**src/rtl/rtl_ral_regbank.sv**
```systemverilog
// rtl_ral_regbank: parametrised register bank with RW, RO and W1C registers.
// A valid/ready request channel feeds a single-entry response register that
// supports back-to-back transactions and backpressure. Every request gets
// exactly one response. Out-of-range addresses and writes to RO registers
// raise the error flag.
module rtl_ral_regbank #(
  parameter int                   DATA_W    = 8,
  parameter int                   ADDR_W    = 3,
  parameter int                   NUM_REGS  = 8,
  parameter logic [NUM_REGS-1:0]  RO_MASK   = {NUM_REGS{1'b0}},
  parameter logic [NUM_REGS-1:0]  W1C_MASK  = {NUM_REGS{1'b0}},
  parameter logic [DATA_W-1:0]    RESET_VAL = {DATA_W{1'b0}}
) (
  input  logic                         clk,
  input  logic                         rst_n,
  input  logic                         req_valid_i,
  output logic                         req_ready_o,
  input  logic [ADDR_W-1:0]            add_i,
  input  logic [DATA_W-1:0]            dt_i,
  input  logic                         r_w_i,
  output logic                         rsp_valid_o,
  input  logic                         rsp_ready_i,
  output logic [DATA_W-1:0]            dt_o,
  output logic                         err_o,
  input  logic [NUM_REGS*DATA_W-1:0]   hw_val_i,
  input  logic [NUM_REGS*DATA_W-1:0]   hw_set_i,
  output logic [NUM_REGS*DATA_W-1:0]   reg_o
);

  // One extra bit so NUM_REGS == 2**ADDR_W is representable.
  localparam logic [ADDR_W:0] NUM_REGS_L = (ADDR_W+1)'(NUM_REGS);

  logic              rsp_valid_r;
  logic [DATA_W-1:0] rsp_dt_r;
  logic              rsp_err_r;

  logic              accept_s;
  logic              wr_s;
  logic              in_range_s;
  logic              ro_sel_s;
  logic [DATA_W-1:0] rd_data_s;
  logic [DATA_W-1:0] rsp_dt_s;
  logic              rsp_err_s;
  logic [DATA_W-1:0] cur_s [NUM_REGS];

  // Slices of the hardware inputs that do not apply to a register's policy
  // are intentionally ignored.
  logic              unused_s;
  assign unused_s = ^{hw_val_i, hw_set_i};

  // Ready whenever the response slot is empty or is being drained this edge.
  assign req_ready_o = ~rsp_valid_r | rsp_ready_i;
  assign accept_s    = req_valid_i & req_ready_o;
  assign wr_s        = accept_s & r_w_i;
  assign in_range_s  = ({1'b0, add_i} < NUM_REGS_L);

  assign rsp_valid_o = rsp_valid_r;
  assign dt_o        = rsp_dt_r;
  assign err_o       = rsp_err_r;

  // Read mux and RO-target decode as an AND-OR over implemented registers.
  always_comb begin
    rd_data_s = {DATA_W{1'b0}};
    ro_sel_s  = 1'b0;
    for (int i = 0; i < NUM_REGS; i++) begin
      rd_data_s = rd_data_s | (cur_s[i] & {DATA_W{add_i == ADDR_W'(i)}});
      ro_sel_s  = ro_sel_s | (RO_MASK[i] & (add_i == ADDR_W'(i)));
    end
  end

  // Response payload for the request presented this cycle.
  always_comb begin
    rsp_dt_s  = {DATA_W{1'b0}};
    rsp_err_s = 1'b0;
    if (!in_range_s) begin
      rsp_dt_s  = {DATA_W{1'b0}};
      rsp_err_s = 1'b1;
    end else if (r_w_i) begin
      rsp_dt_s  = {DATA_W{1'b0}};
      rsp_err_s = ro_sel_s;
    end else begin
      rsp_dt_s  = rd_data_s;
      rsp_err_s = 1'b0;
    end
  end

  // Single-entry response register: load on accept, drain on rsp_ready_i.
  always_ff @(posedge clk) begin
    if (!rst_n) begin
      rsp_valid_r <= 1'b0;
      rsp_dt_r    <= {DATA_W{1'b0}};
      rsp_err_r   <= 1'b0;
    end else if (accept_s) begin
      rsp_valid_r <= 1'b1;
      rsp_dt_r    <= rsp_dt_s;
      rsp_err_r   <= rsp_err_s;
    end else if (rsp_ready_i) begin
      rsp_valid_r <= 1'b0;
    end else begin
      rsp_valid_r <= rsp_valid_r;
    end
  end

  // Per-register storage; the access policy is fixed at elaboration.
  // RO takes precedence over W1C when both mask bits are set.
  for (genvar gi = 0; gi < NUM_REGS; gi++) begin : g_reg
    if (RO_MASK[gi]) begin : g_ro
      assign cur_s[gi] = hw_val_i[gi*DATA_W +: DATA_W];
    end else if (W1C_MASK[gi]) begin : g_w1c
      logic              wr_hit_s;
      logic [DATA_W-1:0] val_r;
      assign wr_hit_s = wr_s & (add_i == ADDR_W'(gi));
      // Sticky status: hardware sets every cycle, bus clears with 1s; set wins.
      always_ff @(posedge clk) begin
        if (!rst_n) begin
          val_r <= {DATA_W{1'b0}};
        end else if (wr_hit_s) begin
          val_r <= (val_r & ~dt_i) | hw_set_i[gi*DATA_W +: DATA_W];
        end else begin
          val_r <= val_r | hw_set_i[gi*DATA_W +: DATA_W];
        end
      end
      assign cur_s[gi] = val_r;
    end else begin : g_rw
      logic              wr_hit_s;
      logic [DATA_W-1:0] val_r;
      assign wr_hit_s = wr_s & (add_i == ADDR_W'(gi));
      // Plain read/write control register.
      always_ff @(posedge clk) begin
        if (!rst_n) begin
          val_r <= RESET_VAL;
        end else if (wr_hit_s) begin
          val_r <= dt_i;
        end else begin
          val_r <= val_r;
        end
      end
      assign cur_s[gi] = val_r;
    end
    assign reg_o[gi*DATA_W +: DATA_W] = cur_s[gi];
  end

endmodule

```
**config.mk**
```make
export PLATFORM = sky130hd
export DESIGN_NAME = rtl_ral_regbank
export DESIGN_NICKNAME = d
export VERILOG_FILES = /design/src/rtl/rtl_ral_regbank.sv
export SDC_FILE = /design/constraint.sdc
export NUM_CORES = 1
export LEC_CHECK = 0
export ABC_CLOCK_PERIOD_IN_PS = 1550
export CAP_MARGIN = 20
export CORE_UTILIZATION = 35
export CTS_BUF_LIST = sky130_fd_sc_hd__clkbuf_16
export CTS_CLUSTER_SIZE = 16
export DETAILED_ROUTE_END_ITERATION = 16
export HOLD_SLACK_MARGIN = 0.02
export PLACE_DENSITY = 0.8
export REMOVE_ABC_BUFFERS = 1
export SLEW_MARGIN = 20
export SYNTH_ARGS = -nofsm -noshare
export SYNTH_HDL_FRONTEND = slang
export SYNTH_SLANG_ARGS = --single-unit
```
**constraint.sdc**
```tcl
create_clock -name clk -period 1.55 [get_ports clk]
set_input_delay 0.31 -clock clk [delete_from_list [all_inputs] [get_ports clk]]
set_output_delay 0.31 -clock clk [all_outputs]
set_load 0.05 [all_outputs]
```
; ---- Word-level counts from Yosys, hierarchy flattened
; Cells that the tools add are included.
[op_classes]
n_reduce_logical = 2
bitwise_logic = 27
mux = 3
eq_ne = 7
[ops]
columns = op, count
row1 = $and 8x8->8, 8
row2 = $or 8x8->8, 7
row3 = $eq 3x3->1 const B, 4
row4 = $and 1x1->1, 10
row5 = $mux 8, 1
row6 = $eq 3x2->1 const B, 2
row7 = $eq 3x1->1 const B, 1
row8 = $logic_not 3->1, 1
row9 = $mux 1, 2
row10 = $reduce_bool 2->1, 1
row11 = $not 1->1, 1
row12 = $or 1x1->1, 1
[totals]
reg_bits = 73
out_inout_bits = 75
wordCells = 49
inputBits = 144

; ---- Depth between registers and ports, before layout
; Gate-level depths: netlist (run 1).
[logic_depth]
depth_word = 10
mapped_depth = 6
ltp_nobuf = 4

; ---- Least setup slack after synthesis (run 1)
; OpenSTA, ideal clock, no wires.
[synth_timing]
path_kind = reg-to-reg
start = register rsp_valid_r, in the netlist rsp_valid_o
end = register rsp_dt_r[0], in the netlist dt_o[0]
slack_ns = -0.041
stages_incl_launch_ff = 6
arrival_ns = 1.519
required_ns = 1.478
n_path_buf = 1
setup_time_ns = 0.072
period_less_slack_ns = 1.591
cell_sequence = dfxtp_1 -> nand2b_4 -> buf_6 -> a21boi_1 -> nand2_1 -> o21ai_1
[synth_between]
elab_chain_cells = 3
[synth_lines]
columns = item, line
row1 = from (decl), 33  ; logic rsp_valid_r;
row2 = from (signal assigned), 100  ; rsp_valid_r <= rsp_valid_r;
row3 = $not 1->1, 52  ; assign req_ready_o = ~rsp_valid_r | rsp_ready_i;
row4 = $or 1x1->1, 52
row5 = net req_ready_o, 17  ; output logic req_ready_o,
row6 = $and 1x1->1, 53  ; assign accept_s = req_valid_i & req_ready_o;
row7 = to (signal assigned), 91  ; rsp_dt_r <= {DATA_W{1'b0}};
row8 = to (signal assigned), 95  ; rsp_dt_r <= rsp_dt_s;
row9 = to (decl), 34  ; logic [DATA_W-1:0] rsp_dt_r;
; The timed path passes the listed nets, and every way through them passes these cells.
; A chain may end at the register's enable or synchronous reset.

; ---- Worst setup path in the final report (run 1)
[layout_timing]
start = input port rsp_ready_i
end = output port req_ready_o
[layout_between]
elab_chain_cells = 1
[layout_lines]
columns = item, line
row1 = from (decl), 22  ; input logic rsp_ready_i,
row2 = $or 1x1->1, 52
row3 = to (decl), 17
; No other way between the ends.

==> results of run 1 <==
## tightest hold or removal path, stage by stage
cell and delay, ps:
buf_2 110, buf_12 180, nand3_2 90, o21ai_2 40
## worst max-delay path by stage
stage	startpoint	to	slack, ps	cells past startpoint
2_1_floorplan	rsp_valid_o$_SDFFE_PN0P_	dt_o[0]$_SDFFE_PN0P_	-90	4
3_3_place_gp	add_i[2]	g_reg[1].g_rw.val_r[0]$_SDFFE_PN0P_	-280	7
3_5_place_dp	add_i[2]	g_reg[1].g_rw.val_r[7]$_SDFFE_PN0P_	-340	7
4_1_cts	add_i[2]	g_reg[1].g_rw.val_r[7]$_SDFFE_PN0P_	3	7
5_1_grt	add_i[1]	g_reg[6].g_rw.val_r[6]$_SDFFE_PN0P_	-0.5	6
6_report	rsp_ready_i	req_ready_o	90	4
## repair_timing
action / in CTS / in global routing
setup endpoints to repair: 2 / 58
setup buffers: 4 / 0
cloned: 0 / 1
pin swaps: 0 / 2
resized for setup: 0 / 6
## metal layers
metal,part of all wire,routed length (um)
met5,0,0
met2,0.47,4730
met1,0.41,4160
met3,0.099,992
met4,0.016,159
## where the power goes
group	switching, mW	total [mW]	internal, mW
clock network	0.822	2.23	1.41
registers	0.0320	1.93	1.90
logic	0.297	0.527	0.230
## final cells by class
class                   count  area, um2  area share
clock inverters             7       93.8      0.0171
clock buffers               9        225      0.0411
well taps                 108        135      0.0247
inverters                   1       3.75    0.000685
repair buffers            121       2000       0.364
flip-flops and latches     73       1460       0.267
multi-input cells         234       1560       0.285
## flip-flops by register name, indices dropped and copies added, names as in the netlist
| name | flops |
|---|---|
| dt_o | 8 |
| g.g_rw.val_r | 64 |
| rsp_valid_o | 1 |
## cell usage in the layout, fill, tap and decap left out, types with 4 or more instances in the layout
cell,Yosys,final
buf_12,0,84
buf_4,6,20
clkbuf_16,0,9
clkdlybuf4s50_1,0,12
dfxtp_1,73,73
mux2i_1,32,32
nand2_1,17,17
nand3_1,62,62
nand4_2,5,5
nand4_4,3,4
nor2_1,8,8
o21ai_0,17,17
o21ai_1,40,40
o21ai_2,15,15
o22ai_1,16,15
## logic make-up (layout without fill, tap and decap cells)
kind of cell	after synthesis	in the layout	share of synthesized area
AOI/OAI and AO/OA	90	90	0.167
buffers and inverters	30	138	0.0597
other	1	1	0.00118
and+or+nand+nor	110	111	0.213
DFF	73	73	0.459
muxes	32	32	0.101
## stage by stage
stage / utilization / std cells / power, mW / area [um2] / setup WS [ps]
2_1_floorplan: - / 307 / 2.16 / 3000 / -88.0
3_3_place_gp: 0.580 / 532 / 2.46 / 5080 / -279
3_5_place_dp: 0.580 / 532 / 2.47 / 5080 / -343
4_1_cts: 0.621 / 552 / 4.67 / 5440 / 2.68
5_1_grt: 0.625 / 553 / 4.80 / 5480 / -0.474
6_report: 0.625 / 553 / 4.69 / 5480 / 90.9
==> metrics.csv, run 1 <==
metric,value,unit
finalHoldWorstSlack,461,ps
rsz0062_at_grt,yes,
grt-busiest-layer,met2,
grt_max_degree,51,
start_kind,input pin,
ant_nets,0,
path_max_fanout,2,
fin_skew,4.93,ps
end_kind,output pin,
worstPathRequired,1240,ps
drv_cap,0,
vias,3091,
netlist_area,0.00319,mm2
ys_warn_count,0,
ff2ff_path_depth,7,
dieArea,0.00949,mm2
cts-root-buf,clkbuf_16,
wl_per_cell,18.2,um
synth.top_cell.area_share,0.459,
worstPathCellList,clkdlybuf4s50_1 > nand2b_4 > buf_4 > buf_12,
cp.buffers_inverters,3,
clk_latency,340,ps
core_area,0.00876,mm2
cts_tree,built,
grt_pass1_vias,3026,
grt_pass1_wl,15.7,mm
numCtsBuffers,9,
use_met1,0.262,
leakagePower,2.07,nW
start_util,0.364,
ys_seq_area_frac,0.459,
fin_setup_tns,0,ps
synth.ff_latch_count,73,
fin_crit_sh,0.941,
antenna_found_initial,0,
max-clock-path-buffers,2,
place_congestion,0.805,
drv_slew,0,
r2r_setup_slack,160,ps
drive_above_1_share,0.353,
die_h,97.4,um
holdCritPathClass,input pin to flop,
synth_flop_cell,dfxtp_1,
netlist_top_cells_area,"dfxtp_1 (46%), mux2i_1 (10%), nand3_1 (9.7%), o21ai_1 (6.3%), o21ai_2 (4.1%)",
min_from,rst_n,
route.detailed.drc,0,
crit_arrival,1150,ps
reg2reg_from,rsp_valid_o$_SDFFE_PN0P_,
dp_hpwl,7.05,mm
syn_to_final_growth,72.0,%
htree_levels,3,
rows,34,
clkTransAtPathRegs,50,ps
clkSinkCount,73,
setup_violations,0,
run_status,completed,
synth_common_cells,"dfxtp_1 (73), nand3_1 (62), o21ai_1 (40), mux2i_1 (32)",
min_to,g_reg[1].g_rw.val_r[6]$_SDFFE_PN0P_,
synth_edf_count,0,
peakVddDrop,0.000528,V
overflow,0,
post-route-min-period,1460,ps
reg2reg_to,dt_o[2]$_SDFFE_PN0P_,
fmax,685,MHz
routed_wl,10.0,mm
grtUsageMet2,0.345,
nets,584,
grt_util_met3,0.0590,
ys_types,30,
crit_family,buffers and inverters,
synthMostInstantiatedCell,dfxtp_1,
vias_per_cell,5.59,
die_w,97.4,um
final-hold-violation-count,0,
drt-initial-drc-count,167,
synthCells,336,
worstSetupPathType,input pin to output pin,
nFillCells,669,
pin_count,219,
pwr_density_cell,856,mW/mm2
port_buffers,89,
drt_pass1_iterations,4,
diodes,0,
avgSynthCellArea,9.48,um2
hold_depth,4,
cp_slowest_cell,clkdlybuf4s50_1,
async_reset_ff_frac,0,
grt_usage,0.212,
critical-path-max-stage-delay,410,ps
synth.largest_area_cell,dfxtp_1,
postCtsHoldBufs,0,
Note: power is estimated with default switching activity, not from simulation.
==> run 2, diff against run 1 <==
--- a/config.mk
+++ b/config.mk
@@ -7,6 +7,7 @@
 export LEC_CHECK = 0
 export ABC_CLOCK_PERIOD_IN_PS = 1550
 export CAP_MARGIN = 20
+export CORE_ASPECT_RATIO = 1.1
 export CORE_UTILIZATION = 35
 export CTS_BUF_LIST = sky130_fd_sc_hd__clkbuf_16
 export CTS_CLUSTER_SIZE = 16
==> run 2 against run 1 <==
  * Combinational power about the same
  * Critical endpoint is now dt_o[0]$_SDFFE_PN0P_
  * Total power down 1.5%
  * Design area down 0.53%
  * Flip-flop and latch count unchanged
  * Clock power down 3%
  * Worst setup slack worse by 23 ps
  * Largest cell class unchanged
  * Clock skew up 1.0 ps
  * Register-to-register slack better by 80 ps
==> metrics.csv, run 2 (synthesized netlist as in run 1, its figures left out) <==
metric,value,unit,change
worstSetupPathType,input pin to flop,,was input pin to output pin
overflow,0,,unchanged
postCtsHoldBufs,0,,unchanged
end_kind,flop,,was output pin
route.detailed.drc,0,,unchanged
leakagePower,2.04,nW,was 2.07 nW
final_area,0.00545,mm2,was 0.00548 mm2
clk_latency,330,ps,was 340 ps
vias,3072,,"was 3,091"
pwr_density_cell,848,mW/mm2,was 856 mW/mm2
port_buffers,89,,unchanged
drt_pass1_iterations,7,,was 4
clkTransAtPathRegs,60,ps,was 50 ps
setup_violations,0,,unchanged
worstPathRequired,1810,ps,was 1240 ps
run_status,completed,,unchanged
nets,584,,unchanged
worstPathCellList,clkdlybuf4s50_1 > buf_6 > or2_2 > o22ai_1 > nor2_1 > o21ai_1,,was clkdlybuf4s50_1 > nand2b_4 > buf_4 > buf_12
largest_register,g.g_rw.val_r,,unchanged
final_cell_mix,"buf_12 (82), dfxtp_1 (73), nand3_1 (62), o21ai_1 (40), mux2i_1 (32)",,"was buf_12 (84), dfxtp_1 (73), nand3_1 (62), o21ai_1 (40), mux2i_1 (32)"
diodes,0,,unchanged
crit_arrival,1740,ps,was 1150 ps
fmax,675,MHz,was 685 MHz
die_h,102,um,was 97.4 um
fin_crit_sh,0.956,,was 0.941
grt_max_degree,24,,was 51
cts_tree,built,,unchanged
grt_usage,0.219,,was 0.212
ant_nets,0,,unchanged
power.total,4.62,mW,was 4.69 mW
nFillCells,696,,was 669
final_common_cell,buf_12,,unchanged
start_kind,input pin,,unchanged
rows,36,,was 34
holdCritPathClass,input pin to flop,,unchanged
ff2ff_path_depth,7,,unchanged
path_max_fanout,12,,was 2
antenna_found_initial,0,,unchanged
multi_input_area,0.00157,mm2,was 0.00156 mm2
critical-path-max-stage-delay,420,ps,was 410 ps
fin_skew,5.96,ps,was 4.93 ps
drv_cap,0,,unchanged
drive_above_1_share,0.354,,was 0.353
cts-root-buf,clkbuf_16,,unchanged
final-hold-violation-count,0,,unchanged
routed_wl,10.3,mm,was 10.0 mm
start_util,0.361,,was 0.364
finalHoldWorstSlack,373,ps,was 461 ps
htree_levels,3,,unchanged
drv_slew,0,,unchanged
pin_count,219,,unchanged
clkSinkCount,73,,unchanged
placed_area,0.00509,mm2,was 0.00508 mm2
drt-initial-drc-count,135,,was 167
largest_register_ffs,64,,unchanged
ff_latch_area,0.00146,mm2,unchanged
max-clock-path-buffers,2,,unchanged
post-route-min-period,1480,ps,was 1460 ps
cp_slowest_cell,clkdlybuf4s50_1,,unchanged
vias_per_cell,5.51,,was 5.59
dieArea,0.00949,mm2,about the same
dp_cells,540,,was 532
numCtsBuffers,9,,unchanged
rsz0062_at_grt,yes,,unchanged
grt_pass1_wl,15.7,mm,about the same
core_area,0.00883,mm2,was 0.00876 mm2
die_w,93.0,um,was 97.4 um
hold_depth,3,,was 4
final_cells,558,,was 553
wl_per_cell,18.4,um,was 18.2 um
syn_to_final_growth,71.1,%,was 72.0%
grt_pass1_vias,2995,,"was 3,026"
utilization,0.617,,was 0.625
dp_hpwl,7.32,mm,was 7.05 mm
place_congestion,0.820,,was 0.805
peakVddDrop,0.000601,V,was 0.000528 V
run 2: metal layers:
metal	global-route usage	vias to the layer above	routed length, um
li1	-	1429	-
met3	0.0610	11	759
met4	0.0663	0	92
met5	0	-	0
met2	0.367	137	5090
met1	0.275	1495	4340
run 2: through the flow:
| step | TNS (ps) | setup slack [ps] |
|---|---|---|
| 6_report | 0 | 68.1 |
| 3_5_place_dp | -19620 | -346 |
| 2_1_floorplan | -1450 | -88.0 |
| 3_3_place_gp | -16670 | -275 |
| 5_1_grt | -16.7 | -16.7 |
| 4_1_cts | 0 | 21.1 |
run 2: area by class of cell:
| cell class | instances | area share |
|---|---|---|
| clock buffer | 9 | 0.0413 |
| timing repair buffer | 121 | 0.361 |
| tap | 114 | 0.0262 |
| clock inverter | 6 | 0.0154 |
| sequential | 73 | 0.268 |
| multi-input combinational | 234 | 0.287 |
| inverter | 1 | 0.000689 |
run 2: worst paths after layout:
check / from / endpoint / slack, ps
worst min-delay path: rst_n / g_reg[0].g_rw.val_r[7]$_SDFFE_PN0P_ / 370
worst max register to register: rsp_valid_o$_SDFFE_PN0P_ / dt_o[3]$_SDFFE_PN0P_ / 240
worst max-delay path: add_i[1] / dt_o[0]$_SDFFE_PN0P_ / 70
worst min register to register: dt_o[5]$_SDFFE_PN0P_ / dt_o[5]$_SDFFE_PN0P_ / 490
run 2: where the power goes:
part	switching, mW	internal [mW]	total [mW]
registers	0.0321	1.90	1.93
logic	0.299	0.230	0.529
clock network	0.769	1.39	2.16
run 2: what timing repair did:
item | in CTS | in global routing
buffers inserted | 2 | 0
gates cloned | 0 | 1
pin swaps | 1 | 1
resized for setup | 1 | 6
setup endpoints to repair | 3 | 21
run 2: critical path: cells and delay by family:
family                 cells  cell delay [ps]
AO/OA/AOI/OAI              2              390
buffers and inverters      2              580
AND/OR/NAND/NOR            2              470
==> run 3, diff against run 2 <==
--- a/config.mk
+++ b/config.mk
@@ -10,10 +10,11 @@
 export CORE_ASPECT_RATIO = 1.1
 export CORE_UTILIZATION = 35
 export CTS_BUF_LIST = sky130_fd_sc_hd__clkbuf_16
+export CTS_CLUSTER_DIAMETER = 60
 export CTS_CLUSTER_SIZE = 16
 export DETAILED_ROUTE_END_ITERATION = 16
-export HOLD_SLACK_MARGIN = 0.02
 export PLACE_DENSITY = 0.8
+export RECOVER_POWER = 50
 export REMOVE_ABC_BUFFERS = 1
 export SLEW_MARGIN = 20
 export SYNTH_ARGS = -nofsm -noshare
==> run 3 against run 2 <==
  * Via count rose by 0.13%
  * Flip-flop and latch count did not move
  * Die area did not move
  * Sequential share of layout area rose by 5.7 points
  * Clock power barely moved
  * Non-clock buffer count did not move
  * Total power fell by 1.7%
  * Design area fell by 18%
  * Sequential power barely moved
==> metrics.csv, run 3 (synthesized netlist as in run 1, its figures left out) <==
metric,value,unit,change
dieArea,0.00949,mm2,unchanged
cp.buffers_inverters,2,,unchanged
nets,584,,unchanged
peakVddDrop,0.000595,V,was 0.000601 V
grt_pass1_vias,2995,,unchanged
fmax,686,MHz,was 675 MHz
cts_tree,built,,unchanged
place_congestion,0.820,,unchanged
syn_to_final_growth,40.9,%,was 71.1%
end_kind,flop,,unchanged
port_buffers,89,,unchanged
grt_max_degree,24,,unchanged
leakagePower,2.00,nW,was 2.04 nW
start_util,0.361,,unchanged
setup_violations,0,,unchanged
antenna_found_initial,0,,unchanged
crit_arrival,1720,ps,was 1740 ps
final-hold-violation-count,0,,unchanged
largest_register,g.g_rw.val_r,,unchanged
rsz0062_at_grt,yes,,unchanged
clk_latency,330,ps,about the same
post-route-min-period,1460,ps,was 1480 ps
postCtsHoldBufs,0,,unchanged
slew_headroom,0.652,,
dp_hpwl,7.32,mm,unchanged
cts-root-buf,clkbuf_16,,unchanged
drive_above_1_share,0.327,,was 0.354
holdCritPathClass,input pin to flop,,unchanged
drv_slew,0,,unchanged
drt_pass1_iterations,7,,unchanged
utilization,0.509,,was 0.617
worstPathRequired,1810,ps,about the same
die_h,102,um,unchanged
final_common_cell,dfxtp_1,,was buf_12
clkSinkCount,73,,unchanged
start_kind,input pin,,unchanged
crit_family,buffers and inverters,,unchanged
worstPathCellList,clkdlybuf4s50_1 > buf_6 > or2_2 > o22ai_1 > nor2_1 > o21ai_1,,unchanged
diodes,0,,unchanged
cp_slowest_cell,clkdlybuf4s50_1,,unchanged
core_area,0.00883,mm2,unchanged
power.total,4.54,mW,was 4.62 mW
finalHoldWorstSlack,374,ps,was 373 ps
die_w,93.0,um,unchanged
rows,36,,unchanged
final_cell_mix,"dfxtp_1 (73), nand3_1 (62), clkbuf_2 (58), o21ai_1 (40), mux2i_1 (32)",,"was buf_12 (82), dfxtp_1 (73), nand3_1 (62), o21ai_1 (40), mux2i_1 (32)"
fin_skew,5.48,ps,was 5.96 ps
nFillCells,816,,was 696
wl_per_cell,18.7,um,was 18.4 um
vias_per_cell,5.51,,about the same
worstSetupPathType,input pin to flop,,unchanged
max-clock-path-buffers,2,,unchanged
clkTransAtPathRegs,60,ps,about the same
drv_cap,0,,unchanged
tightest_slew,522,ps,
pin_count,219,,unchanged
largest_register_ffs,64,,unchanged
grt_pass1_wl,15.7,mm,unchanged
overflow,0,,unchanged
routed_wl,10.4,mm,was 10.3 mm
route.detailed.drc,0,,unchanged
numCtsBuffers,9,,unchanged
htree_levels,3,,unchanged
vias,3076,,"was 3,072"
pwr_density_cell,1010,mW/mm2,was 848 mW/mm2
path_max_fanout,12,,unchanged
critical-path-max-stage-delay,420,ps,about the same
ff_latch_area,0.00146,mm2,unchanged
multi_input_area,0.00157,mm2,unchanged
drt-initial-drc-count,137,,was 135
fin_crit_sh,0.941,,was 0.956
ant_nets,0,,unchanged
grt_usage,0.219,,unchanged
run_status,completed,,unchanged
run 3: cell count changes in the layout (fill, tap and decap cells not counted), sizes merged:
cell          delta
dlymetal6s2s    +12
buf             -70
clkbuf          +58
run 3: worst min-delay path, cell delays in order:
cell and delay (ps):
buf_2 180, nand3_1 100, o21ai_1 60
run 3: layout make-up:
type                       instances  area share
inverter                           1    0.000836
tap                              114      0.0318
timing repair buffer             121       0.224
clock buffer                       9      0.0502
sequential                        73       0.326
clock inverter                     6      0.0187
multi-input combinational        234       0.349
run 3: final timing paths:
| path | from | end | slack [ps] | depth (start not counted) |
|---|---|---|---|---|
| worst max-delay path | add_i[1] | dt_o[0]$_SDFFE_PN0P_ | 90 | 6 |
| worst min-delay path | rst_n | g_reg[0].g_rw.val_r[7]$_SDFFE_PN0P_ | 370 | 3 |
| worst max register to register | rsp_valid_o$_SDFFE_PN0P_ | dt_o[3]$_SDFFE_PN0P_ | 290 | 7 |
| worst min register to register | dt_o[1]$_SDFFE_PN0P_ | dt_o[1]$_SDFFE_PN0P_ | 450 | 2 |
run 3: per-stage QoR:
stage | area, um2 | setup slack [ps] | setup TNS, ps | instances
3_5_place_dp | 5090 | -346 | -19620 | 540
4_1_cts | 5410 | 21.1 | 0 | 557
2_1_floorplan | 3000 | -88.0 | -1450 | 307
5_1_grt | 4490 | -16.7 | -16.7 | 558
3_3_place_gp | 5090 | -275 | -16670 | 540
6_report | 4490 | 92.2 | 0 | 558
run 3: layer usage:
metal,track usage,vias up,part of all wire
met3,0.0610,8,0.079
met2,0.367,151,0.48
li1,-,1428,-
met4,0.0663,0,0.0087
met1,0.275,1489,0.43
met5,0,-,0
run 3: power breakdown:
group	switching (mW)	internal, mW	total [mW]
clock network	0.764	1.39	2.15
registers	0.0205	1.90	1.92
logic	0.300	0.169	0.469
run 3: timing repair:
action / in CTS / in global routing
setup buffers: 2 / 0
cloned: 0 / 1
resized for setup: 1 / 6
pin swaps: 1 / 1
setup endpoints to repair: 3 / 21
